--- src/rtl/pipeline_hazard_ctrl.sv ---
// Stall/flush sequencer for the 5-stage pipeline: load-use bubbles, taken-branch flushes,
// and a whole-pipeline freeze while MEM waits on the data-memory req/ack handshake.
module pipeline_hazard_ctrl #(
  parameter int TIMEOUT = 16,
  parameter int CNT_W   = 16
) (
  input  logic             Clk,
  input  logic             Reset_n,
  input  logic             IDEX_MemRead,
  input  logic [4:0]       IDEX_Rt,
  input  logic [4:0]       IFID_Rs,
  input  logic [4:0]       IFID_Rt,
  input  logic             IFID_UsesRt,
  input  logic             EXMEM_Branch,
  input  logic             EXMEM_Zero,
  input  logic             EXMEM_MemRead,
  input  logic             EXMEM_MemWrite,
  input  logic             DMem_Ack,
  output logic             DMem_Req,
  output logic             PC_Write,
  output logic             PC_Src,
  output logic             IFID_Write,
  output logic             IFID_Flush,
  output logic             IDEX_Bubble,
  output logic             IDEX_Flush,
  output logic             EXMEM_Flush,
  output logic             PipeEn,
  output logic             MemTimeout,
  output logic [CNT_W-1:0] StallCount
);

  localparam int WAIT_W = (TIMEOUT > 2) ? $clog2(TIMEOUT) : 1;

  typedef enum logic [1:0] {
    S_RUN      = 2'd0,
    S_MEM_WAIT = 2'd1,
    S_MEM_DONE = 2'd2,
    S_ERROR    = 2'd3
  } state_t;

  state_t             state_q, state_d;
  logic [WAIT_W-1:0]  wait_cnt_q, wait_cnt_d;
  logic [CNT_W-1:0]   stall_cnt_q, stall_cnt_d;
  logic               timeout_q, timeout_d;

  logic mem_op;
  logic freeze;
  logic hazard_en;
  logic taken_branch;
  logic load_use;

  assign mem_op       = EXMEM_MemRead | EXMEM_MemWrite;
  assign taken_branch = EXMEM_Branch & EXMEM_Zero;
  assign load_use     = IDEX_MemRead && (IDEX_Rt != 5'd0) &&
                        ((IDEX_Rt == IFID_Rs) || (IFID_UsesRt && (IDEX_Rt == IFID_Rt)));

  always_comb begin
    state_d    = state_q;
    wait_cnt_d = wait_cnt_q;
    freeze     = 1'b0;
    hazard_en  = 1'b0;
    DMem_Req   = 1'b0;
    case (state_q)
      S_RUN: begin
        if (mem_op) begin
          freeze     = 1'b1;
          state_d    = S_MEM_WAIT;
          wait_cnt_d = '0;
        end else begin
          hazard_en = 1'b1;
        end
      end
      S_MEM_WAIT: begin
        freeze   = 1'b1;
        DMem_Req = 1'b1;
        // Ack arriving on the last allowed cycle still completes the access.
        if (DMem_Ack) begin
          state_d = S_MEM_DONE;
        end else if (wait_cnt_q == WAIT_W'(TIMEOUT - 1)) begin
          state_d = S_ERROR;
        end else begin
          wait_cnt_d = wait_cnt_q + WAIT_W'(1);
        end
      end
      S_MEM_DONE: begin
        hazard_en = 1'b1;
        state_d   = S_RUN;
      end
      default: begin
        freeze = 1'b1;
      end
    endcase
  end

  always_comb begin
    PC_Write    = 1'b1;
    IFID_Write  = 1'b1;
    PipeEn      = 1'b1;
    PC_Src      = 1'b0;
    IFID_Flush  = 1'b0;
    IDEX_Bubble = 1'b0;
    IDEX_Flush  = 1'b0;
    EXMEM_Flush = 1'b0;
    if (freeze) begin
      PC_Write   = 1'b0;
      IFID_Write = 1'b0;
      PipeEn     = 1'b0;
    end else if (hazard_en) begin
      // A taken branch discards the younger instructions, so any load-use stall is moot.
      if (taken_branch) begin
        PC_Src      = 1'b1;
        IFID_Flush  = 1'b1;
        IDEX_Flush  = 1'b1;
        EXMEM_Flush = 1'b1;
      end else if (load_use) begin
        PC_Write    = 1'b0;
        IFID_Write  = 1'b0;
        IDEX_Bubble = 1'b1;
      end
    end
  end

  always_comb begin
    stall_cnt_d = stall_cnt_q;
    if (!PC_Write && (stall_cnt_q != {CNT_W{1'b1}})) begin
      stall_cnt_d = stall_cnt_q + CNT_W'(1);
    end
    timeout_d = timeout_q | (state_d == S_ERROR);
  end

  always_ff @(posedge Clk or negedge Reset_n) begin
    if (!Reset_n) begin
      state_q     <= S_RUN;
      wait_cnt_q  <= '0;
      stall_cnt_q <= '0;
      timeout_q   <= 1'b0;
    end else begin
      state_q     <= state_d;
      wait_cnt_q  <= wait_cnt_d;
      stall_cnt_q <= stall_cnt_d;
      timeout_q   <= timeout_d;
    end
  end

  assign MemTimeout = timeout_q;
  assign StallCount = stall_cnt_q;

endmodule
--- config.mk ---
export PLATFORM = sky130hd
export DESIGN_NAME = pipeline_hazard_ctrl
export DESIGN_NICKNAME = d
export VERILOG_FILES = /design/src/rtl/pipeline_hazard_ctrl.sv
export SDC_FILE = /design/constraint.sdc
export NUM_CORES = 1
export LEC_CHECK = 0
export ABC_AREA = 1
export CORE_ASPECT_RATIO = 0.6
export CORE_UTILIZATION = 42
export DETAILED_ROUTE_END_ITERATION = 12
export PLACE_DENSITY = 0.76
export SLEW_MARGIN = 5
export SYNTH_ARGS = -nofsm -noshare
export SYNTH_HDL_FRONTEND = slang
export SYNTH_SLANG_ARGS = --single-unit
--- constraint.sdc ---
create_clock -name Clk -period 1.4 [get_ports Clk]
set_input_delay 0.28 -clock Clk [delete_from_list [all_inputs] [get_ports Clk]]
set_output_delay 0.28 -clock Clk [all_outputs]
set_load 0.02 [all_outputs]
# --- After elaboration in Yosys (flattened, before gate mapping) ---
# Index checks and enable logic that the tools add are counted.
op_classes:
  muxes: 25
  bitwise: 3
  reduce_logical: 10
  addsub: 2
  n_eq_ne: 10
op_table:
  columns: ["op", "n"]
  rows:
  - ["$add 16x1->16 const B", 1]
  - ["$ne 16x16->1 const B", 1]
  - ["$mux 1", 15]
  - ["$mux 4", 3]
  - ["$eq 5x5->1", 2]
  - ["$pmux 4 s2", 1]
  - ["$mux 2", 3]
  - ["$ne 2x2->1 const B", 3]
  - ["$pmux 2 s3", 1]
  - ["$reduce_bool 5->1", 1]
  - ["$add 4x1->4 const B", 1]
  - ["$eq 2x2->1 const B", 2]
  - ["$eq 4x4->1 const B", 1]
  - ["$logic_and 1x1->1", 4]
  - ["$pmux 1 s2", 2]
  - ["$reduce_and 4->1", 1]
  - ["$eq 2x1->1 const B", 1]
  - ["$logic_not 2->1", 1]
  - ["$or 1x1->1", 2]
  - ["$reduce_bool 2->1", 1]
  - ["$and 1x1->1", 1]
  - ["$logic_not 1->1", 1]
  - ["$logic_or 1x1->1", 1]
word_totals:
  input_bits: 24
  regBits: 23
  elab_cells: 54

# --- Logic depth before layout (Yosys ltp) ---
# Gate-level depths: netlist (run 1).
depth:
  depth_word: 10
  depth_mapped: 12
  mapped_depth_nobuf: 11

# --- Least setup slack after synthesis (run 1) ---
# Ideal clock, no wire load.
synth_timing:
  path_kind: "reg-to-output"
  startpoint: "register state_q[0]"
  endpoint: "output port PC_Write"
  path_slack_ns: -0.335
  arrival_time_ns: 1.455
  path_buffers: 2
  stages_incl_launch_ff: 10
  path_cell_list: "dfrtp_1 -> inv_2 -> nand2_1 -> nand2_1 -> nand2_1 -> inv_1 -> nand2_4 -> buf_6 -> inv_1 -> buf_4"
synth_via:
  elab_chain_cells: 4
  elab_cells_between_ends: 6
  cone_classes: "eq/ne: 1; mux: 4; reduce/logical: 1"
synth_rtl:
  columns: ["item", "line", "source"]
  rows:
  - ["start: declaration", "41", "state_t state_q, state_d;"]
  - ["start signal: assignment", "138", "state_q <= state_d;"]
  - ["$eq 2x2->1 / $logic_not 2->1 (equally long branches)", "63", "case (state_q)"]
  - ["$pmux 1 s2", "63", null]
  - ["$mux 1", null, null]
  - ["$mux 1 *", null, null]
  - ["end: declaration", "20", "output logic PC_Write,"]
# Every way passes the cells marked *; elsewhere a longest branch is shown, timed or not.

# --- Worst setup path in the final report (run 1) ---
layout_timing:
  startpoint: "register state_q[0]"
  endpoint: "output port IFID_Flush"
layout_via:
  elab_chain_cells: 4
  elab_cells_between_ends: 6
  cone_classes: "eq/ne: 1; mux: 4; reduce/logical: 1"
layout_rtl:
  columns: ["item", "line", "source"]
  rows:
  - ["$eq 2x2->1 / $logic_not 2->1 (equally long branches)", "63", null]
  - ["$pmux 1 s2", "63", null]
  - ["$mux 1", "108", "end else if (hazard_en) begin"]
  - ["$mux 1 *", "104", "if (freeze) begin"]
  - ["end: declaration", "23", "output logic IFID_Flush,"]
# Marks and branches as above.

==> results of run 1 <==
## metal layers
| layer | vias up | routed length, um | global-route usage |
|---|---|---|---|
| li1 | 942 | - | - |
| met1 | 1013 | 3050 | 0.424 |
| met2 | 177 | 3280 | 0.469 |
| met3 | 51 | 641 | 0.0907 |
| met4 | 0 | 418 | 0.158 |
| met5 | - | 0 | 0 |
## cell usage after synthesis, types with 3 or more instances
| cell type | number |
|---|---|
| nand2_1 | 86 |
| inv_1 | 32 |
| nand3_1 | 27 |
| dfrtp_1 | 23 |
| nor2_1 | 22 |
| nor3_1 | 6 |
| xor2_1 | 5 |
| buf_4 | 4 |
| inv_2 | 4 |
| a21oi_1 | 3 |
| buf_6 | 3 |
| o21ai_0 | 3 |
| xnor2_1 | 3 |
## per-stage QoR
stage | instances | util | hold slack, ns | setup TNS (ns)
CTS | 379 | 0.798 | 0.395 | -5.40
global route | 385 | 0.866 | 0.399 | -9.90
floorplan | 238 | - | -0.0156 | -1.55
global placement | 355 | 0.692 | 0.445 | -19.14
finish | 385 | 0.866 | 0.367 | -8.71
detailed placement | 355 | 0.692 | 0.444 | -20.28
## timing repair
item / in CTS / in global routing
setup buffers: 17 / 14
setup endpoints to repair: 44 / 36
gates resized for setup: 132 / 68
gates cloned: 4 / 0
pin swaps: 21 / 26
hold buffers: 0 / 0
## report_power, final
part,leakage (nW),total (mW),switching [mW],internal (mW)
registers,0.295,1.06,0.233,0.830
logic,1.21,2.96,1.57,1.39
clock network,0.0228,0.441,0.236,0.204
## final cells by class
type                            instances  area [sq um]  area share
Timing Repair Buffer                  104           957       0.321
Tap cell                               45          56.3      0.0189
Inverter                               36           144      0.0483
Clock buffer                            4          45.0      0.0151
Sequential cell                        23           581       0.195
Multi-Input combinational cell        173          1200       0.402
## path summary, 6_finish.rpt
kind	from	to	slack, ns	depth (start not counted)
worst max-delay path	state_q[0]	IFID_Flush	-0.39	7
worst min-delay path	Reset_n	StallCount[10]	0.37	2
worst max register to register	state_q[0]	StallCount[15]	-0.37	13
worst min register to register	MemTimeout	MemTimeout	0.46	1
max in group asynchronous	Reset_n	StallCount[1]	0.76	2
min in group Clk	MemTimeout	MemTimeout	0.46	1
## worst reg2reg max path: cells and delay by family, from the launching register on
family / cells / cell delay [ns]
flops: 1 / 0.41
buf+inv: 7 / 0.83
simple gates: 6 / 0.43
## cells by family after synthesis
kind of cell    Yosys count  share of synthesized area
simple gates            153                      0.423
fa+ha+maj                 2                     0.0157
xor+xnor                  8                     0.0439
compound gates            9                     0.0322
buf+inv                  43                      0.125
flops                    23                      0.361
## layout by cell type (no fill, tap or decap), types with 2 or more instances in the layout
cell             Yosys  routed
dfrtp_2              0       4
nand4_1              2       2
clkdlybuf4s50_1      0       6
a21oi_2              0       2
buf_12               0       2
buf_6                3      17
clkbuf_8             0       3
nor3_1               6       3
nor2_1              22      14
nand2_1             86      65
nor3_4               0       3
inv_1               32      25
clkdlybuf4s15_1      0       4
nand2_4              1       7
nor2_4               0       4
xnor2_1              3       3
nand2_8              0       2
buf_2                0       2
ha_4                 0       2
nand3_1             27       9
dlygate4sd2_1        0      26
dfrtp_1             23      19
buf_16               0       2
clkbuf_2             0       2
nor2_2               1       5
nand3_4              1       5
nand2_2              2      16
o21ai_1              0       2
inv_4                0       2
inv_2                4       8
nand3_2              1      15
buf_4                4      43
xor2_1               5       5
## flip-flops by register name, indices dropped and copies added (netlist names)
name,cells
MemTimeout,1
StallCount,16
state_q,2
wait_cnt_q,4
==> summary.md, run 1 <==
| Metric | Value |
|---|---|
| Slew Limit Fails | `0` |
| 1st-iter DRT viols | `148` |
| Layout area overhead | `86.8%` |
| Drt first pass iters | `5` |
| DR vias/cell | `5.67` |
| Number of distinct library cells after synthesis | `26` |
| Max stage delay cell, worst path | `dfrtp_1` |
| Dominant synthesized flop cell | `dfrtp_1` |
| Ys async rst share | `1.00` |
| Endpoints failing setup | `30` |
| Die Area | `4060 sq um` |
| Ys Warns | `0` |
| RSZ-0062 raised after global routing | `yes` |
| Hold Crit Class | `in2async` |
| Post-DP Area | `2380 sq um` |
| Routed wire per std cell | `19.2 um` |
| Worst EP arrival | `1.51 ns` |
| Initial Util | `0.463` |
| Startpoint types | `flip-flop` |
| Crit-path max cell delay | `0.41 ns` |
| Syn Nets | `264` |
| Initial antenna violation count | `0` |
| Number of synthesized flops with an enable pin | `0` |
| Rel. slew slack | `0.751` |
| FILL cells | `189` |
| Count of final hold-check violations | `0` |
| CTS Sinks | `23` |
| Die Y | `around 50 um` |
| Clk root buf | `clkbuf_8` |
| Power per cell area | `approximately 1500 nW/um^2` |
| Fin area | `2980 sq um` |
| Tot Pwr | `4.47 mW` |
| CORE AREA | `3440 sq um` |
| All-Layer GR Usage | `0.319` |
| Synth area leader | `dfrtp_1` |
| Syn Area/Cell | `6.70 sq um` |
| CTS tree | `built` |
| LEAKAGE | `~1.5 nW` |
| Peak fanout along the critical path | `4` |
| Clk buf depth | `2` |
| Register area share after synthesis | `0.361` |
| IO Count | `50` |
| Antenna Cells | `0` |
| Total gr overflow | `0` |
| First-pass GRT wire length | `between 9000 and 10000 um` |
| Placer Congestion | `0.900` |
| Max-cap violations | `0` |
| Nets@finish | `367` |
| HPWL Detailed | `3360 um` |
| Status | `finished, violations left` |
| Tmin final | `1.79 ns` |
| Peak supply drop | `0.00127 V` |
| Crit share post-route | `1.28` |
| Row count | `16` |
| Final clock skew | `0.00630 ns` |
| Vias in the first global route | `1896` |
| Clk pin slew, worst setup/hold paths | `0.09 ns` |
| Top delay family on crit path | `buffers and inverters` |
| Vias | `about 2200` |
| Worst EP required | `1.12 ns` |
| Failing checks | `negative setup slack` |
| Critical path cell sequence | `inv_2 -> nand2_4 -> nand2_4 -> nand2_4 -> buf_6 -> nor2_2 -> buf_4` |
| Antenna viol nets, final | `0` |
| CP Capture Type | `primary output` |
| FMAX | `558 MHz` |
| Largest net degree at the start of global routing | `24` |
| Final WS setup | `-0.392 ns` |
| Area fraction of the dominant cell type after synthesis | `0.361` |
| Crit Path Category | `reg2out` |
| Area contributors post-synth | `dfrtp_1, nand2_1, nand3_1, inv_1, nor2_1` |
| Bufs and invs on worst path | `3` |
| Post-synthesis cell count | `238` |
| # port buffers | `49` |
| Routed WL | `between 7000 and 8000 um` |
| Worst skew pair latency | `0.28 ns` |
| Die Wd | `81.6 um` |
| Place WS | `-0.956 ns` |
| Worst Tran Pin Value | `0.371 ns` |
| # H-tree levels | `1` |
| Fraction of layout cells with a size suffix above 1 | `0.450` |
| DRC | `0` |
| Seq cells post-synth | `23` |
| Area of the mapped netlist | `roughly 1600 sq um` |
| Most frequent CP cell | `nand2_4` |
| TritonCTS buffer count | `3` |
No activity file was read; power rests on OpenSTA's default activity.
==> run 2, diff against run 1 <==
==> constraint.sdc (replaced) <==
create_clock -name Clk -period 1.4 [get_ports Clk]
set_input_delay 0.14 -clock Clk [delete_from_list [all_inputs] [get_ports Clk]]
set_output_delay 0.14 -clock Clk [all_outputs]
set_load 0.02 [all_outputs]
==> summary.md, run 2 (synthesis gave the netlist of run 1 again) <==
| Metric | Value |
|---|---|
| Row count | `16` |
| Crit share post-route | `1.16` |
| Crit-path max cell delay | `between 0.4 and 0.5 ns` |
| RSZ-0062 raised after global routing | `yes` |
| Worst Tran Pin Value | `~0.30 ns` |
| Worst EP required | `1.26 ns` |
| # H-tree levels | `1` |
| LEAKAGE | `1.45 nW` |
| DR vias/cell | `4.79` |
| Clk root buf | `clkbuf_8` |
| Crit Path Category | `in2out` |
| All-Layer GR Usage | `0.262` |
| Initial Util | `0.463` |
| Min Hold Slack | `0.216 ns` |
| Largest net degree at the start of global routing | `24` |
| FMAX | `615 MHz` |
| Hold Crit Class | `in2async` |
| CTS Sinks | `23` |
| CORE AREA | `3440 sq um` |
| Peak supply drop | `a little under 0.001 V` |
| Top delay family on crit path | `buffers and inverters` |
| Most common cell after layout, fill and taps aside | `nand2_1` |
| Critical path cell sequence | `clkdlybuf4s50_1 -> inv_1 -> nand2_1 -> nand2_1 -> nor2_2 -> nand3_2 -> nand2_2 -> nand2_4 -> nand2_4 -> clkinvlp_4 -> buf_6` |
| Rel. slew slack | `0.797` |
| Final clock skew | `0.0131 ns` |
| CTS tree | `built` |
| Drt first pass iters | `5` |
| Hold buffers post-CTS | `0` |
| Max-cap violations | `0` |
| Failing checks | `negative setup slack` |
| Placer Congestion | `0.878` |
| Initial antenna violation count | `0` |
| Vias in the first global route | `1657` |
| Count of final hold-check violations | `0` |
| Peak fanout along the critical path | `3` |
| Die Y | `between 40 and 50 um` |
| Fraction of layout cells with a size suffix above 1 | `0.331` |
| CP Capture Type | `primary output` |
| # port buffers | `between 40 and 50` |
| Die Wd | `81.6 um` |
| HPWL Detailed | `approximately 3600 um` |
| Commonest cells after routing, fill and taps aside | `nand2_1, buf_4, inv_1, dfrtp_1` |
| First-pass GRT wire length | `7940 um` |
| Worst skew pair latency | `between 0.2 and 0.3 ns` |
| Routed WL | `4860 um` |
| Slew Limit Fails | `0` |
| Final WS setup | `-0.225 ns` |
| Max stage delay cell, worst path | `clkdlybuf4s50_1` |
| TNS Setup | `-3.24 ns` |
| Endpoints failing setup | `24` |
| Die Area | `between 4000 and 5000 sq um` |
| Clk buf depth | `2` |
| DRC | `0` |
| Bufs and invs on worst path | `4` |
| Total gr overflow | `0` |
| Antenna Cells | `0` |
| TritonCTS buffer count | `3` |
| Antenna viol nets, final | `0` |
| Layout area overhead | `69.5%` |
| Worst EP arrival | `between 1 and 1.5 ns` |
| IO Count | `50` |
| Tmin final | `roughly 1.6 ns` |
| Status | `finished, violations left` |
| Routed wire per std cell | `12.9 um` |
| Number of flip-flops in the largest register | `16` |
| Vias | `1806` |
| Nets@finish | `359` |
| Clk pin slew, worst setup/hold paths | `0.09 ns` |
| Startpoint types | `input port` |
| Power per cell area | `between 1000 and 1500 nW/um^2` |
| Tot Pwr | `3.49 mW` |
| 1st-iter DRT viols | `between 100 and 150` |
==> run 2: final cells by class <==
type / count / area, sq um
Fill cell: 265 / 739
Clock inverter: 1 / 5.00
Multi-Input combinational cell: 172 / 1020
Timing Repair Buffer: 97 / 867
Inverter: 36 / 139
Clock buffer: 3 / 41.3
Tap cell: 45 / 56.3
Sequential cell: 23 / 578
==> run 2: repair_timing <==
item | CTS | global route
setup endpoints to repair | 42 | 30
setup buffers | 4 | 7
pin swaps | 11 | 20
resized for setup | 75 | 34
==> run 2: report_power, final <==
| group | internal (mW) | switching [mW] | total, mW |
|---|---|---|---|
| Sequential | 0.825 | 0.156 | 0.981 |
| Combinational | 0.975 | 1.10 | 2.08 |
| Clock | 0.199 | 0.231 | 0.431 |
| Total | 2.00 | 1.49 | 3.49 |
==> run 2: per-stage QoR <==
step	setup WS (ns)	util	cells	cell area (sq um)
6_report	-0.225	0.785	377	2700
5_1_grt	-0.332	0.785	377	2700
4_1_cts	-0.227	0.739	372	2540
3_5_place_dp	-0.665	0.706	364	2430
3_3_place_gp	-0.643	0.706	364	2430
2_1_floorplan	-0.0808	-	238	1660
==> run 2: routing by layer <==
| layer | vias to the layer above | track usage | share of wire |
|---|---|---|---|
| li1 | 922 | - | - |
| met1 | 832 | 0.388 | 0.49 |
| met2 | 48 | 0.393 | 0.44 |
| met3 | 4 | 0.0611 | 0.064 |
| met4 | 0 | 0.0298 | 0.0039 |
| met5 | - | 0 | 0 |
==> run 2: path summary, 6_finish.rpt <==
kind                            startpoint              to  slack [ns]  cells past startpoint
worst max-delay path            IFID_Rs[1]        PC_Write       -0.23                     11
worst min-delay path               Reset_n   wait_cnt_q[0]        0.22                      2
worst max register to register  state_q[0]  StallCount[12]       -0.19                     12
worst min register to register  MemTimeout      MemTimeout        0.45                      1
max in group asynchronous          Reset_n   StallCount[1]        0.91                      2
min in group Clk                MemTimeout      MemTimeout        0.45                      1
==> run 2: worst reg2reg max path, stage by stage, from the launching register on <==
cell and delay, ns:
dfrtp_1 0.40, inv_2 0.08, nand2_2 0.06, nand2_2 0.09
nand2_4 0.07, nor2_4 0.11, nand2_4 0.07, nand2_4 0.10
buf_8 0.17, buf_4 0.18, nand2_1 0.06, nand2_1 0.06
nand2_1 0.05
==> run 3, diff against run 2 <==
--- a/config.mk
+++ b/config.mk
@@ -5,10 +5,11 @@
 export SDC_FILE = /design/constraint.sdc
 export NUM_CORES = 1
 export LEC_CHECK = 0
-export ABC_AREA = 1
+export CAP_MARGIN = 20
 export CORE_ASPECT_RATIO = 0.6
-export CORE_UTILIZATION = 42
+export CORE_UTILIZATION = 40
 export DETAILED_ROUTE_END_ITERATION = 12
+export HOLD_SLACK_MARGIN = 0.06
 export PLACE_DENSITY = 0.76
 export SLEW_MARGIN = 5
 export SYNTH_ARGS = -nofsm -noshare
==> summary.md, run 3 <==
| Metric | Value |
|---|---|
| Failing checks | `negative setup slack` |
| Register area share after synthesis | `0.421` |
| Worst Tran Pin Value | `0.573 ns` |
| Seq pwr share | `0.237` |
| Syn Nets | `164` |
| Reg2reg start | `StallCount[6]` |
| Post-synth top cells | `dfrtp_1, xnor2_1, nor3_1, nand2_1` |
| 1st-iter DRT viols | `57` |
| Placed insts | `268` |
| Area contributors post-synth | `dfrtp_1, xnor2_1, xor2_1, mux2_2, nor3_1` |
| LEAKAGE | `1.18 nW` |
| Count of final hold-check violations | `0` |
| Startpoint types | `flip-flop` |
| Routed WL | `roughly 5500 um` |
| Final core utilization | `0.813` |
| Dominant synthesized flop cell | `dfrtp_1` |
| Clk root buf | `clkbuf_8` |
| All-Layer GR Usage | `0.277` |
| Nets@finish | `270` |
| # H-tree levels | `1` |
| Max stage delay cell, worst path | `or4_4` |
| Ys async rst share | `1.00` |
| Cell Int Power | `2.82 mW` |
| CP startpoint | `StallCount[6]` |
| Crit Path Category | `reg2reg` |
| Crit-path max cell delay | `0.55 ns` |
| Worst EP arrival | `2.08 ns` |
| Layout area overhead | `93.9%` |
| Vias | `roughly 1600` |
| Tot Pwr | `4.94 mW` |
| Combinational share of power | `0.672` |
| Post-DP Area | `2270 sq um` |
| Clock group share of total power | `0.091` |
| CP Capture Type | `flip-flop` |
| DRC | `0` |
| Peak fanout along the critical path | `4` |
| Ys Warns | `0` |
| Slew Limit Fails | `0` |
| Die Wd | `77.5 um` |
| Place WS | `-0.838 ns` |
| Die Area | `3660 sq um` |
| Min Hold Slack | `0.238 ns` |
| Post-synthesis cell count | `138` |
| Number of synthesized flops with an enable pin | `0` |
| Worst skew pair latency | `0.29 ns` |
| Commonest cells after routing, fill and taps aside | `buf_4, dlygate4sd2_1, buf_6, dfrtp_1, xnor2_1` |
| Routed wire per std cell | `19.3 um` |
| Row count | `16` |
| Max-cap violations | `0` |
| Seq cells post-synth | `23` |
| CORE AREA | `approximately 3300 sq um` |
| CTS tree | `built` |
| Antenna Cells | `0` |
| Tmin final | `1.89 ns` |
| Syn Area/Cell | `9.91 sq um` |
| FILL cells | `a little under 200` |
| Final WS setup | `-0.489 ns` |
| Clk buf depth | `2` |
| Endpoints failing setup | `27` |
| First-pass GRT wire length | `7450 um` |
| TritonCTS buffer count | `3` |
| Antenna viol nets, final | `0` |
| Crit share post-route | `1.35` |
| Final Non-Filler Cells | `288` |
| Hold Crit Class | `in2async` |
| Total gr overflow | `0` |
| CTS Sinks | `23` |
| Drt first pass iters | `4` |
| Number of distinct library cells after synthesis | `36` |
| Psw | `2.12 mW` |
| Clk pin slew, worst setup/hold paths | `0.10 ns` |
| Most common cell after layout, fill and taps aside | `buf_4` |
| Rel. slew slack | `0.614` |
| Status | `finished, violations left` |
| Final clock skew | `0.0144 ns` |
| Count leader, synth | `dfrtp_1` |
| Number of flip-flops in the largest register | `16` |
| Critical path cell sequence | `nand3_2 -> or2_4 -> or4_4 -> buf_4 -> nor3_4 -> xnor2_1` |
| Initial antenna violation count | `0` |
| Placer Congestion | `0.808` |
| Fraction of layout cells with a size suffix above 1 | `0.502` |
| Synth area leader | `dfrtp_1` |
| Power per cell area | `1860 nW/um^2` |
| Worst EP required | `1.59 ns` |
| IO Count | `50` |
| Net Sw Frac | `0.429` |
| RSZ-0062 raised after global routing | `yes` |
| Largest net degree at the start of global routing | `24` |
| DR vias/cell | `5.44` |
| Fin area | `2650 sq um` |
| # port buffers | `49` |
| TNS Setup | `-6.85 ns` |
| HPWL Detailed | `3210 um` |
| Die Y | `about 47 um` |
| Initial Util | `0.419` |
| Vias in the first global route | `1541` |
| Area fraction of the dominant cell type after synthesis | `0.421` |
| FMAX | `around 530 MHz` |
| Area of the mapped netlist | `1370 sq um` |
| Peak supply drop | `0.00115 V` |
[run 3: layout make-up]
type                       instances  area [sq um]  share of cell area
inverter                           6          22.5             0.00849
clock buffer                       4          45.0              0.0170
timing repair buffer             107           962               0.363
multi-input combinational        103           978               0.369
sequential                        23           587               0.221
tap                               45          56.3              0.0212
[run 3: worst paths after layout]
check,end,slack [ns],cells past startpoint
max in group asynchronous,StallCount[11],0.88,2
min,StallCount[14],0.24,2
min in group Clk,MemTimeout,0.46,1
max reg2reg,StallCount[13],-0.49,6
max,StallCount[13],-0.49,6
min reg2reg,MemTimeout,0.46,1
[run 3: cell families (layout without fill, tap and decap cells)]
group	count (synthesis)	count (layout)	share of synthesized area
AND/OR/NAND/NOR	61	61	0.266
flip-flops	23	23	0.421
XOR/XNOR	20	20	0.128
AO/OA/AOI/OAI	15	15	0.0796
buffers and inverters	12	117	0.0457
multiplexers	5	5	0.0412
adder cells (fa/ha/maj)	2	2	0.0183
[run 3: repair_timing]
action	4_1_cts	5_1_grt
pin swaps	15	13
hold buffers	0	0
endpoints found under the hold margin	0	0
gates cloned	2	0
gates resized for setup	117	20
buffers inserted	14	3
setup endpoints to repair	44	31
[run 3: power groups by stage]
stage	Combinational, mW	Clock (mW)	Sequential, mW
finish	3.32	0.451	1.17
global route	3.49	0.489	1.19
CTS	3.02	0.451	1.15
detailed placement	2.62	0	1.14
global placement	2.53	0	1.11
floorplan	0.997	0	1.42
[run 3: per-layer routing]
layer / track usage / part of all wire
met1: 0.351 / 0.40
met4: 0.102 / 0.024
met5: 0 / 0
met3: 0.0485 / 0.080
met2: 0.496 / 0.49
[run 3: worst max-delay path, delay by kind of cell, from the launching register on]
family	cells	cell delay, ns
flops	1	0.38
buf+inv	1	0.17
xor+xnor	1	0.18
simple gates	4	1.05
